===== src/rtl/lab4_branch_branch_update_sched.sv =====
// Port scheduler sharing the gshare predictor's single PC/update port between lookups and buffered resolutions.
// Optional macro LAB4_BRANCH_UPDATE_SCHED_BYPASS_EN: zero-latency update when the FIFO is empty and the port is free.
module lab4_branch_branch_update_sched #(
  parameter int DEPTH     = 4,
  parameter int MAX_DEFER = 8
) (
  input  logic                     clk,
  input  logic                     reset,
  input  logic                     lkp_val,
  input  logic [31:0]              lkp_pc,
  output logic                     lkp_rdy,
  output logic                     lkp_pred,
  input  logic                     res_val,
  input  logic [31:0]              res_pc,
  input  logic                     res_taken,
  output logic                     res_rdy,
  output logic [31:0]              bp_pc,
  output logic                     bp_update_en,
  output logic                     bp_update_val,
  input  logic                     bp_prediction,
  output logic [$clog2(DEPTH):0]   pending
);
  localparam int AW = $clog2(DEPTH);
  localparam int CW = AW + 1;
  localparam int DW = $clog2(MAX_DEFER + 1);

  typedef enum logic {NORMAL, FORCE} state_t;

  state_t             state, state_nxt;
  logic [31:0]        fifo_pc [DEPTH];
  logic [DEPTH-1:0]   fifo_tk;
  logic [AW-1:0]      wr_ptr, rd_ptr;
  logic [CW-1:0]      count, count_nxt;
  logic [DW-1:0]      defer, defer_nxt;
  logic               push, pop, lkp_issue, bypass;

  assign res_rdy = (count != CW'(DEPTH));
  assign pending = count;

  // Port arbitration: lookups win in NORMAL, otherwise the FIFO head drains.
  always_comb begin
    lkp_rdy       = (state == NORMAL);
    lkp_pred      = 1'b0;
    bp_pc         = '0;
    bp_update_en  = 1'b0;
    bp_update_val = 1'b0;
    pop           = 1'b0;
    lkp_issue     = 1'b0;
    bypass        = 1'b0;
    if (state == NORMAL && lkp_val) begin
      lkp_issue = 1'b1;
      bp_pc     = lkp_pc;
      lkp_pred  = bp_prediction;
    end else if (count != '0) begin
      pop           = 1'b1;
      bp_pc         = fifo_pc[rd_ptr];
      bp_update_en  = 1'b1;
      bp_update_val = fifo_tk[rd_ptr];
    end
`ifdef LAB4_BRANCH_UPDATE_SCHED_BYPASS_EN
    else if (state == NORMAL && res_val) begin
      bypass        = 1'b1;
      bp_pc         = res_pc;
      bp_update_en  = 1'b1;
      bp_update_val = res_taken;
    end
`endif
  end

  assign push      = res_val && res_rdy && !bypass;
  assign count_nxt = count + CW'(push) - CW'(pop);

  // Defer counts only cycles where a waiting update lost the port to a lookup.
  always_comb begin
    defer_nxt = defer;
    if (pop || count == '0)
      defer_nxt = '0;
    else if (lkp_issue)
      defer_nxt = defer + DW'(1);
  end

  always_comb begin
    state_nxt = state;
    case (state)
      NORMAL: if (defer_nxt == DW'(MAX_DEFER) || count_nxt == CW'(DEPTH)) state_nxt = FORCE;
      FORCE:  if (count_nxt == '0) state_nxt = NORMAL;
      default: state_nxt = NORMAL;
    endcase
  end

  always_ff @(posedge clk or negedge reset) begin
    if (!reset) begin
      state  <= NORMAL;
      wr_ptr <= '0;
      rd_ptr <= '0;
      count  <= '0;
      defer  <= '0;
    end else begin
      if (push) wr_ptr <= wr_ptr + AW'(1);
      if (pop)  rd_ptr <= rd_ptr + AW'(1);
      count <= count_nxt;
      defer <= defer_nxt;
      state <= state_nxt;
    end
  end

  // Entry storage needs no reset: validity is tracked by pointers and count.
  always_ff @(posedge clk) begin
    if (push) begin
      fifo_pc[wr_ptr] <= res_pc;
      fifo_tk[wr_ptr] <= res_taken;
    end
  end
endmodule


===== config.mk =====
export PLATFORM = sky130hd
export DESIGN_NAME = lab4_branch_branch_update_sched
export DESIGN_NICKNAME = d
export VERILOG_FILES = /design/src/rtl/lab4_branch_branch_update_sched.sv
export SDC_FILE = /design/constraint.sdc
export NUM_CORES = 1
export LEC_CHECK = 0
export CORE_UTILIZATION = 30
export CTS_CLUSTER_SIZE = 40
export DETAILED_ROUTE_END_ITERATION = 6
export SLEW_MARGIN = 20
export SYNTH_ARGS = -nofsm -noshare
export SYNTH_HDL_FRONTEND = slang
export SYNTH_SLANG_ARGS = --single-unit

===== constraint.sdc =====
create_clock -name clk -period 3.6 [get_ports clk]
set_input_delay 0.72 -clock clk [delete_from_list [all_inputs] [get_ports clk]]
set_output_delay 0.72 -clock clk [all_outputs]
set_load 0.01 [all_outputs]

Word-level counts from Yosys, hierarchy flattened
Memory sizes are Yosys's and may differ from the RTL's.
Cells that the tools add are included.
{"block": "word_totals", "register_bits": 16, "ram_bits": 128, "inputBits": 70, "out_inout_bits": 40, "mem_count": 1}
{"memory": "fifo_pc", "words": 4, "word_bits": 32, "read_ports": 1, "rd_ports_with_merged_regs": 0, "write_ports": 1, "line_no": "30", "source": "logic [31:0] fifo_pc [DEPTH];"}
{"block": "classes", "addsub": 5, "n_lt_le_gt_ge": 3, "n_eq_ne": 3, "mux": 20, "n_bitwise": 1, "n_reduce_logical": 8}
{"cell": "$mux W32", "count": 2}
{"cell": "$mux W1", "count": 12}
{"cell": "$mux W4", "count": 2}
{"cell": "$logic_not A3 Y1", "count": 2}
{"cell": "$lt A2 B3 Y1 const B", "count": 2}
{"cell": "$add A2 B1 Y2 const B", "count": 2}
{"cell": "$add A4 B1 Y4 const B", "count": 1}
{"cell": "$bwmux W4", "count": 1}
{"cell": "$eq A4 B4 Y1 const B", "count": 1}
{"cell": "$add A3 B1 Y3", "count": 1}
{"cell": "$eq A3 B3 Y1 const B", "count": 1}
{"cell": "$logic_and A1 B1 Y1", "count": 3}
{"cell": "$ne A3 B3 Y1 const B", "count": 1}
{"cell": "$reduce_bool A3 Y1", "count": 1}
{"cell": "$sub A3 B1 Y3", "count": 1}
{"cell": "$bmux W1 S2", "count": 1}
{"cell": "$demux W1 S2", "count": 1}
{"cell": "$ge A2 B1 Y1 const B", "count": 1}
{"cell": "$logic_or A1 B1 Y1", "count": 2}
{"cell": "$pmux W1 S2", "count": 1}
{"cell": "$not A1 Y1", "count": 1}

Longest topological paths before layout
Gate-level depths: netlist of run 1.
{"block": "logic_depth", "word_depth": 9, "depth_mapped": 13, "ltp_nobuf": 13}

Least setup slack after synthesis of run 1
Ideal clock, no wire load.
{"block": "synth_timing", "kind": "input-to-reg", "from": "in lkp_val", "to": "reg state", "setup_time_ns": 0.124, "arrival_time_ns": 2.857, "t_required_ns": 3.476, "slack_ns": 0.619, "cell_stages": 13, "n_path_buf": 2, "cell_sequence": "nor2b_1 > buf_2 > nor2_2 > buf_2 > ha_1 > inv_1 > ha_1 > inv_1 > fa_1 > inv_1 > nor2_1 > nor2_1 > a211o_1"}
{"block": "synth_between", "word_cells_on_any_way": 14, "classes_between": "add/sub (1); eq/ne (2); mux (7); reduce/logical (4)"}
{"item": "from (decl)", "line_no": "9", "source": "input logic lkp_val,"}
{"item": "$logic_and A1 B1 Y1 *", "line_no": "50", "source": "if (state == NORMAL && lkp_val) begin"}
{"item": "$mux W1 *"}
{"item": "net bp_update_en", "line_no": "18", "source": "output logic bp_update_en,"}
{"item": "$sub A3 B1 Y3 *", "line_no": "71", "source": "assign count_nxt = count + CW'(push) - CW'(pop);"}
{"item": "net count_nxt[1]", "line_no": "33", "source": "logic [CW-1:0] count, count_nxt;"}
{"item": "$eq A3 B3 Y1", "line_no": "85", "source": "NORMAL: if (defer_nxt == DW'(MAX_DEFER) || count_nxt == CW'(DEPTH)) state_nxt = FORCE;"}
{"item": "$logic_or A1 B1 Y1", "line_no": "85"}
{"item": "$mux W1", "line_no": "85"}
{"item": "$pmux W1 S2 *", "line_no": "84", "source": "case (state)"}
{"item": "net state_nxt", "line_no": "29", "source": "state_t state, state_nxt;"}
{"item": "to (signal assigned)", "line_no": "103", "source": "state <= state_nxt;"}
{"item": "to (decl)", "line_no": "29"}
The timed path passes the listed nets; every way through them passes the cells marked *.
A chain may end at the register's enable or synchronous reset.

Worst setup path in the final report of run 1
{"block": "layout_timing", "from": "reg rd_ptr[1]", "to": "out bp_pc[16]"}
{"block": "layout_between", "elab_chain_len": 3}
{"item": "from (decl)", "line_no": "32", "source": "logic [AW-1:0] wr_ptr, rd_ptr;"}
{"item": "from (signal assigned)", "line_no": "100", "source": "if (pop) rd_ptr <= rd_ptr + AW'(1);"}
{"item": "$mem_v2 Z4 W32"}
{"item": "$mux W32", "line_no": "54", "source": "end else if (count != '0) begin"}
{"item": "$mux W32", "line_no": "50"}
{"item": "to (decl)", "line_no": "17", "source": "output logic [31:0] bp_pc,"}
No other way between the ends.

==> flow_metrics.env, run 1 <==
export IMPL_syn_area_sq_mm=0.005768
export IMPL_yosysMostFrequentCell="edfxtp_1"
export IMPL_ant_nets=0
export IMPL_arrival_ns=2.44
export IMPL_clock_latency_ns=0.42
export IMPL_synth_top_area_share_pct=68.72
export IMPL_clk_pin_slew_worst_paths_ns=0.06
export IMPL_vias_per_cell=4.741
export IMPL_endpoint_kind="output pin"
export IMPL_finClkSkew_ns=0.007708
export IMPL_p_per_area_mw_per_mm2=850.1
export IMPL_cap_violations=0
export IMPL_finalSetupViolations=0
export IMPL_gp_congestion=0.6732
export IMPL_placedCellCount=613
export IMPL_ys_ff_latch=144
export IMPL_clock_sinks=144
export IMPL_first_pass_iters=4
export IMPL_synth_avg_cell_area_sq_um=21.21
export IMPL_finalHoldViolCount=0
export IMPL_area_growth_pct=35.68
export IMPL_grt_pass1_vias=3256
export IMPL_rsz0062_at_grt="no"
export IMPL_root_buffer="clkbuf_16"
export IMPL_drive_gt1_share_pct=19.22
export IMPL_ys_warn_count=0
export IMPL_cts_made_buffers=17
export IMPL_portBuffers=109
export IMPL_hold_buffers=0
export IMPL_layout_min_cycle_time_ns=3.158
export IMPL_die_width_um=140.7
export IMPL_syn_nets=350
export IMPL_antenna_cells=0
export IMPL_max_freq_ghz=0.3166
export IMPL_num_rows=50
export IMPL_remaining_drc_errors=0
export IMPL_grt_max_degree=23
export IMPL_io_pins=110
export IMPL_instances_no_fill=645
export IMPL_routed_wl_um=11950
export IMPL_ctsResizeCount=0
export IMPL_path_max_fanout=21
export IMPL_grt_ovfl_total=0
export IMPL_vdd_drop_max_v=0.0003431
export IMPL_post_route_period_util_pct=87.73
export IMPL_first_iter_violations=97
export IMPL_cts_tree="done"
export IMPL_synth_edf_count=132
export IMPL_synth_cells=272
export IMPL_wl_per_cell_um=18.52
export IMPL_setup_tns_final_ns=0
export IMPL_clk_path_buf_depth=2
export IMPL_max_slew_margin_pct=59.17
export IMPL_start_util_pct=30.73
export IMPL_tightestPinTransition_ns=0.6125
export IMPL_postCtsSetupRepairBufs=0
export IMPL_dp_hpwl_um=7727
export IMPL_fp_coreArea_sq_mm=0.01877
export IMPL_setup_slack_ns=0.4419
export IMPL_synthDistinctLibCells=26
export IMPL_cp_start_kind="flip-flop"
export IMPL_timing_hold_ws_ns=0.5041
export IMPL_synth_ff_type="edfxtp_1"
export IMPL_synthArstFlopShare_pct=8.333
export IMPL_die_h_um=140.7
export IMPL_htree_levels=4
export IMPL_yosysTopAreaCell="edfxtp_1"
export IMPL_synthTopCellsByCount="edfxtp_1, a22o_1, mux4_2, dfrtp_1, inv_1"
export IMPL_dieArea_sq_mm=0.01979
export IMPL_slew_violations=0
export IMPL_worstSetupPathType="flip-flop to output pin"
export IMPL_grt_pass1_wl_um=18290
export IMPL_power_leakage_nw=2.735
export IMPL_fin_nets=476
export IMPL_dp_worst_setup_slack_ns=0.4311
export IMPL_crit_required_ns=2.88
export IMPL_synth_area_leaders="edfxtp_1, mux4_2, dfrtp_1"
export IMPL_gr_usage_all_layers_pct=12.89
export IMPL_route_vias_total=3058
export IMPL_ys_seq_area_share_pct=73.93
export IMPL_hold_class="flip-flop to flip-flop"
export IMPL_outcome="complete, no violations"
export IMPL_grt_antenna_before_repair=0
-- registers in the layout (all words and copies together), names as in the netlist --
register / cells
fifo_pc: 128
rd_ptr: 2
defer: 4
wr_ptr: 2
fifo_tk: 4
pending: 3
state: 1
-- per-stage QoR --
stage / total power, W / instance area [sq um] / util, %
after CTS: 0.006775 / 7826 / 41.70
after floorplan: 0.003792 / 5768 / -
after detailed placement: 0.004862 / 7186 / 38.29
final: 0.006653 / 7826 / 41.70
after global routing: 0.007016 / 7826 / 41.70
after global placement: 0.004812 / 7186 / 38.29
-- report_power, final --
part	internal, W	switching (W)	total [W]
Combinational	0.00132	0.00106	0.00238
Clock	0.00123	0.000661	0.00189
Sequential	0.00222	0.000167	0.00239
Total	0.00477	0.00188	0.00665
-- logic make-up (layout without fill, tap and decap cells) --
| family | Yosys count | after routing | share of synthesized area, % |
|---|---|---|---|
| buffers and inverters | 23 | 162 | 2.625 |
| multiplexers | 34 | 34 | 13.47 |
| flip-flops | 144 | 144 | 73.93 |
| XOR/XNOR | 7 | 7 | 1.063 |
| AND/OR/NAND/NOR | 23 | 23 | 2.039 |
| adder cells (fa/ha/maj) | 8 | 8 | 1.865 |
| AO/OA/AOI/OAI | 33 | 33 | 5.011 |
-- worst paths after layout --
check	slack (ns)	endpoint	startpoint	depth (start not counted)
worst min-delay path	0.50	defer[0]	defer[0]	1
worst max-delay path	0.44	bp_pc[16]	rd_ptr[1]	4
worst min register to register	0.50	defer[0]	defer[0]	1
worst max register to register	1.03	state	pending[1]	11
min in group asynchronous	0.67	pending[0]	reset	1
max in group asynchronous	2.53	rd_ptr[0]	reset	1
-- worst max-delay path, cell delays in order, from the launching register on --
cell and delay, ns:
dfrtp_2 0.75, buf_12 0.24, mux4_2 0.34, a22o_1 0.21, clkdlybuf4s50_1 0.47
-- cell type report --
type | count | area, sq um
tap | 234 | 292.8
clock buffer | 18 | 429.2
clock inverter | 14 | 211.5
sequential | 144 | 4267
timing repair buffer | 122 | 1226
multi-input combinational | 105 | 1370
inverter | 8 | 30.03
fill | 1679 | 10940
-- layout by cell type, fill, tap and decap left out, drive strengths merged, types with 2 or more instances in the layout --
master           n
a22o            32
and2             3
and3             4
buf             13
bufinv           5
clkbuf          18
clkdlybuf4s50  109
clkinv           6
dfrtp           12
edfxtp         132
ha               7
inv             10
mux4            33
nand2            2
nor2             8
nor3             2
xnor2            5
xor2             2
-- layer usage --
layer	GRT usage, %	up-vias	wire length, um	part of all wire [%]
met1	14.95	1577	4954	41
met5	0	-	0	0
met3	3.668	17	536	4.5
met2	22.02	83	6256	52
met4	6.178	0	199	1.7
li1	-	1381	-	-
Note: power is estimated with default switching activity, not from simulation.
==> run 2, diff against run 1 <==
--- a/config.mk
+++ b/config.mk
@@ -5,6 +5,7 @@
 export SDC_FILE = /design/constraint.sdc
 export NUM_CORES = 1
 export LEC_CHECK = 0
+export CORE_ASPECT_RATIO = 0.6
 export CORE_UTILIZATION = 30
 export CTS_CLUSTER_SIZE = 40
 export DETAILED_ROUTE_END_ITERATION = 6
==> constraint.sdc (replaced) <==
create_clock -name clk -period 3.6 [get_ports clk]
set_input_delay 0.36 -clock clk [delete_from_list [all_inputs] [get_ports clk]]
set_output_delay 0.36 -clock clk [all_outputs]
set_load 0.01 [all_outputs]
==> run 2 against run 1 <==
Against the previous run: non-clock buffer count decreased by 9; sequential power increased by 3%; first-iteration DRC count increased by 74%; total power decreased by 3.5%; sequential share of layout area increased by 1.0 points; setup slack improved by 0.19 ns; critical path depth unchanged; register-to-register slack got worse by 0.02 ns.
==> flow_metrics.env, run 2 (synthesis gave the netlist of run 1 again) <==
export IMPL_post_route_period_util_pct=82.50
export IMPL_vdd_drop_max_v=0.0002869
export IMPL_cp_start_kind="flip-flop"
export IMPL_final_common_cell="edfxtp_1"
export IMPL_clock_latency_ns=0.41
export IMPL_die_width_um=181.0
export IMPL_gp_congestion=0.6925
export IMPL_r2r_start="pending[1]"
export IMPL_cts_made_buffers=17
export IMPL_place_area_sq_mm=0.007101
export IMPL_setup_tns_final_ns=0
export IMPL_worstSetupPathType="flip-flop to output pin"
export IMPL_portBuffers=109
export IMPL_htree_levels=4
export IMPL_ctsResizeCount=0
export IMPL_finalHoldViolCount=0
export IMPL_finClkSkew_ns=0.009378
export IMPL_regToRegSetupSlack_ns=1.01
export IMPL_clk_pin_slew_worst_paths_ns=0.06
export IMPL_cap_violations=0
export IMPL_grt_pass1_wl_um=18330
export IMPL_timing_hold_ws_ns=0.3266
export IMPL_rr_endpoint="state"
export IMPL_route_vias_total=2992
export IMPL_io_pins=110
export IMPL_reg2reg_depth=13
export IMPL_p_per_area_mw_per_mm2=835.5
export IMPL_area_growth_pct=33.19
export IMPL_root_buffer="clkbuf_16"
export IMPL_final_cell_mix="edfxtp_1, clkdlybuf4s50_1, a22o_1"
export IMPL_tightestPinTransition_ns=0.9822
export IMPL_dp_hpwl_um=7298
export IMPL_grt_antenna_before_repair=0
export IMPL_first_iter_violations=169
export IMPL_clock_sinks=144
export IMPL_rsz0062_at_grt="no"
export IMPL_vias_per_cell=4.660
export IMPL_startpoint="rd_ptr[0]"
export IMPL_start_util_pct=31.27
export IMPL_layout_min_cycle_time_ns=2.970
export IMPL_die_h_um=109.4
export IMPL_num_rows=38
export IMPL_postCtsSetupRepairBufs=0
export IMPL_path_max_fanout=13
export IMPL_wl_per_cell_um=18.91
export IMPL_hold_class="input pin to async pin"
export IMPL_fin_nets=467
export IMPL_slew_violations=0
export IMPL_antenna_cells=0
export IMPL_fp_coreArea_sq_mm=0.01845
export IMPL_outcome="complete, no violations"
export IMPL_crit_end="bp_pc[3]"
export IMPL_ant_nets=0
export IMPL_drive_gt1_share_pct=17.16
export IMPL_grt_ovfl_total=0
export IMPL_grt_pass1_vias=3224
export IMPL_endpoint_kind="output pin"
export IMPL_crit_required_ns=3.24
export IMPL_hold_buffers=0
export IMPL_finalSetupViolations=0
export IMPL_placedCellCount=610
export IMPL_grt_max_degree=37
export IMPL_max_freq_ghz=0.3367
export IMPL_cts_tree="done"
export IMPL_max_slew_margin_pct=34.52
export IMPL_first_pass_iters=4
export IMPL_max_flop_register="fifo_pc"
export IMPL_arrival_ns=2.61
export IMPL_power_leakage_nw=2.642
export IMPL_dieArea_sq_mm=0.01980
export IMPL_clk_path_buf_depth=2
export IMPL_instances_no_fill=642
export IMPL_remaining_drc_errors=0
export IMPL_gr_usage_all_layers_pct=12.90
export IMPL_routed_wl_um=12140
export IMPL_fin_area_sq_mm=0.007682
export IMPL_largest_reg_flops=128
export IMPL_layout_top_registers="fifo_pc (128), defer (4), fifo_tk (4)"
[run 2: changes by cell type in the layout (fill, tap and decap cells not counted), sizes merged]
| cell | change |
|---|---|
| buf | -9 |
| bufinv | -3 |
| clkbuf | +3 |
| clkinv | -3 |
| clkinvlp | +2 |
| inv | +1 |
[run 2: cell type report]
type / count / area (sq um)
inverters: 8 / 30.03
clock inverters: 11 / 131.4
well taps: 240 / 300.3
flip-flops and latches: 144 / 4267
multi-input cells: 105 / 1370
clock buffers: 21 / 450.4
fillers: 1640 / 10770
repair buffers: 113 / 1134
[run 2: worst max-delay path, stage by stage (launching register included)]
cell and delay [ns]:
dfrtp_2 0.64, buf_4 0.31, mux4_2 0.55, a22o_1 0.22, clkdlybuf4s50_1 0.47
[run 2: power by group]
part | internal [W] | leakage, nW | switching, W
sequential | 0.00223 | 1.36 | 0.000233
clock | 0.00105 | 0.275 | 0.000673
combinational | 0.00125 | 1.01 | 0.000988
total | 0.00452 | 2.64 | 0.00189
[run 2: worst min-delay path by stage]
stage                     slack, ns    endpoint
after CTS                      0.31  pending[2]
after global placement         0.47    defer[0]
after global routing           0.36  pending[2]
final                          0.33  pending[2]
after detailed placement       0.48    defer[0]
after floorplan                0.06    defer[0]
[run 2: per-layer routing]
layer	wire length [um]	GRT usage [%]
met5	0	0
met4	129	4.722
met3	664	3.942
met2	5455	20.08
met1	5891	17.15
[run 2: stage by stage]
stage	total power (W)	utilization (%)	setup slack, ns
after floorplan	0.003792	-	0.9794
after global placement	0.004733	38.49	0.9251
after detailed placement	0.004787	38.49	0.8303
after CTS	0.006513	41.64	0.5632
after global routing	0.006747	41.64	0.4997
final	0.006418	41.64	0.6300
==> run 3, diff against run 2 <==
==> constraint.sdc (replaced) <==
create_clock -name clk -period 2.6 [get_ports clk]
set_input_delay 0.26 -clock clk [delete_from_list [all_inputs] [get_ports clk]]
set_output_delay 0.26 -clock clk [all_outputs]
set_load 0.01 [all_outputs]
==> run 3 against run 2 <==
Against the previous run: sequential power grew 32%; global-route usage is essentially flat; routed wire length shrank 1.5%; clock-buffer cell count shrank 4; design area grew 2.1%; worst hold slack lost 0.11 ns; die area is the same; final cell count grew 1.1%; sequential share of layout area shrank 1.1 points; first-iteration DRC count grew 10%; clock power grew 38%; largest power group is now combinational cells; highest routed layer is now met5.
==> flow_metrics.env, run 3 (synthesis gave the netlist of run 1 again) <==
export IMPL_p_switching_w=0.002690
export IMPL_cts_made_buffers=17
export IMPL_hold_class="input pin to async pin"
export IMPL_gp_congestion=0.6837
export IMPL_clk_pin_slew_worst_paths_ns=0.06
export IMPL_clock_sinks=144
export IMPL_portBuffers=109
export IMPL_root_buffer="clkbuf_16"
export IMPL_final_common_cell="edfxtp_1"
export IMPL_vdd_drop_max_v=0.0004528
export IMPL_io_pins=110
export IMPL_endpoint_kind="output pin"
export IMPL_finalSetupViolations=0
export IMPL_area_growth_pct=36.01
export IMPL_pwr_share_seq_pct=35.9
export IMPL_slew_violations=0
export IMPL_p_comb_share_pct=37.7
export IMPL_finClkSkew_ns=0.009534
export IMPL_gr_usage_all_layers_pct=12.87
export IMPL_die_h_um=109.4
export IMPL_clock_latency_ns=0.41
export IMPL_ant_nets=0
export IMPL_dieArea_sq_mm=0.01980
export IMPL_layout_top_registers="fifo_pc (128), defer (4), fifo_tk (4)"
export IMPL_arrival_ns=2.26
export IMPL_route_vias_total=3012
export IMPL_finalHoldViolCount=0
export IMPL_dp_hpwl_um=7289
export IMPL_start_util_pct=31.27
export IMPL_cp_start_kind="flip-flop"
export IMPL_remaining_drc_errors=0
export IMPL_first_pass_iters=4
export IMPL_setup_slack_ns=0.08283
export IMPL_fp_coreArea_sq_mm=0.01845
export IMPL_rsz0062_at_grt="yes"
export IMPL_power_leakage_nw=2.811
export IMPL_worstSetupPathType="flip-flop to output pin"
export IMPL_num_rows=38
export IMPL_crit_family="buffers and inverters"
export IMPL_htree_levels=4
export IMPL_tightestPinTransition_ns=0.5681
export IMPL_outcome="complete, no violations"
export IMPL_post_route_period_util_pct=96.81
export IMPL_routed_wl_um=11950
export IMPL_wl_per_cell_um=18.42
export IMPL_fin_util_pct=42.53
export IMPL_first_iter_violations=186
export IMPL_max_flop_register="fifo_pc"
export IMPL_path_max_fanout=15
export IMPL_path_cells="buf_12, mux4_2, a22o_1, clkdlybuf4s50_1"
export IMPL_cts_tree="done"
export IMPL_sw_frac_of_total_pct=29.79
export IMPL_rr_endpoint="state"
export IMPL_p_per_area_mw_per_mm2=1151
export IMPL_setup_tns_final_ns=0
export IMPL_dp_worst_setup_slack_ns=-0.02740
export IMPL_crit_slowest_cell="mux4_2"
export IMPL_reg2reg_depth=13
export IMPL_p_total_w=0.009031
export IMPL_largest_reg_flops=128
export IMPL_grt_pass1_vias=3225
export IMPL_grt_ovfl_total=0
export IMPL_path_buf_inv=2
export IMPL_cap_violations=0
export IMPL_grt_antenna_before_repair=1
export IMPL_drive_gt1_share_pct=21.76
export IMPL_regToRegSetupSlack_ns=0.14
export IMPL_crit_required_ns=2.34
export IMPL_clk_path_buf_depth=2
export IMPL_p_int_w=0.006341
export IMPL_vias_per_cell=4.641
export IMPL_die_width_um=181.0
export IMPL_grt_max_degree=37
export IMPL_fin_nets=474
export IMPL_max_freq_ghz=0.3973
export IMPL_final_cell_mix="edfxtp_1, clkdlybuf4s50_1, mux4_2, a22o_1, clkbuf_16"
export IMPL_postCtsSetupRepairBufs=0
export IMPL_max_slew_margin_pct=62.01
export IMPL_layout_min_cycle_time_ns=2.517
export IMPL_r2r_start="pending[1]"
export IMPL_p_clk_share_pct=26.4
export IMPL_slowest_delay_ns=0.55
export IMPL_grt_pass1_wl_um=18340
export IMPL_antenna_cells=0
## run 3: cell count changes in the layout (fill, tap and decap cells not counted), sizes merged
| cell | previous run | this run |
|---|---|---|
| dlymetal6s2s | 0 | 11 |
| clkbuf | 21 | 17 |
| clkinv | 3 | 5 |
| inv | 11 | 13 |
| clkdlybuf4s50 | 109 | 97 |
| dlygate4sd2 | 0 | 1 |
| buf | 4 | 11 |
## run 3: worst max path at each step
stage                    start       end  slack [ns]  cells after the start
global route         rd_ptr[0]  bp_pc[4]       -0.01                      4
detailed placement     lkp_val     state       -0.03                     12
floorplan           pending[1]     state        0.02                     12
CTS                  rd_ptr[0]  bp_pc[0]      0.0009                      4
finish               rd_ptr[0]  bp_pc[4]        0.08                      4
global placement       lkp_val     state        0.08                     12
## run 3: power by group through the flow
| stage | clock network [W] | logic (W) | registers (W) |
|---|---|---|---|
| finish | 0.00238 | 0.00340 | 0.00325 |
| global route | 0.00252 | 0.00370 | 0.00329 |
| CTS | 0.00243 | 0.00350 | 0.00324 |
| detailed placement | 0 | 0.00349 | 0.00328 |
| global placement | 0 | 0.00343 | 0.00325 |
| floorplan | 0 | 0.00201 | 0.00324 |
## run 3: area by class of cell
type	instances	area (sq um)
tap	240	300.3
inverter	8	30.03
timing repair buffer	120	1291
clock buffer	17	425.4
clock inverter	15	157.7
multi-input combinational	105	1373
sequential	144	4268
fill	1651	10600
## run 3: timing repair
| item | in CTS | in global routing |
|---|---|---|
| resized for setup | 2 | 23 |
| endpoints found under the setup margin | 34 | 33 |
| hold buffers | 0 | 0 |
## run 3: layer usage
| layer | GRT usage (%) | vias to the layer above | wire length, um |
|---|---|---|---|
| li1 | - | 1376 | - |
| met1 | 16.39 | 1521 | 5498 |
| met2 | 21.10 | 102 | 5511 |
| met3 | 4.174 | 11 | 819 |
| met4 | 3.995 | 2 | 109 |
| met5 | 0 | - | 13 |
## run 3: metrics by stage
step | area, sq um | hold WS, ns | instances
after global routing | 7845 | 0.2468 | 649
after CTS | 7815 | 0.2282 | 649
after global placement | 7228 | 0.4732 | 617
after floorplan | 5768 | -0.03559 | 272
after detailed placement | 7228 | 0.4889 | 617
final | 7845 | 0.2169 | 649
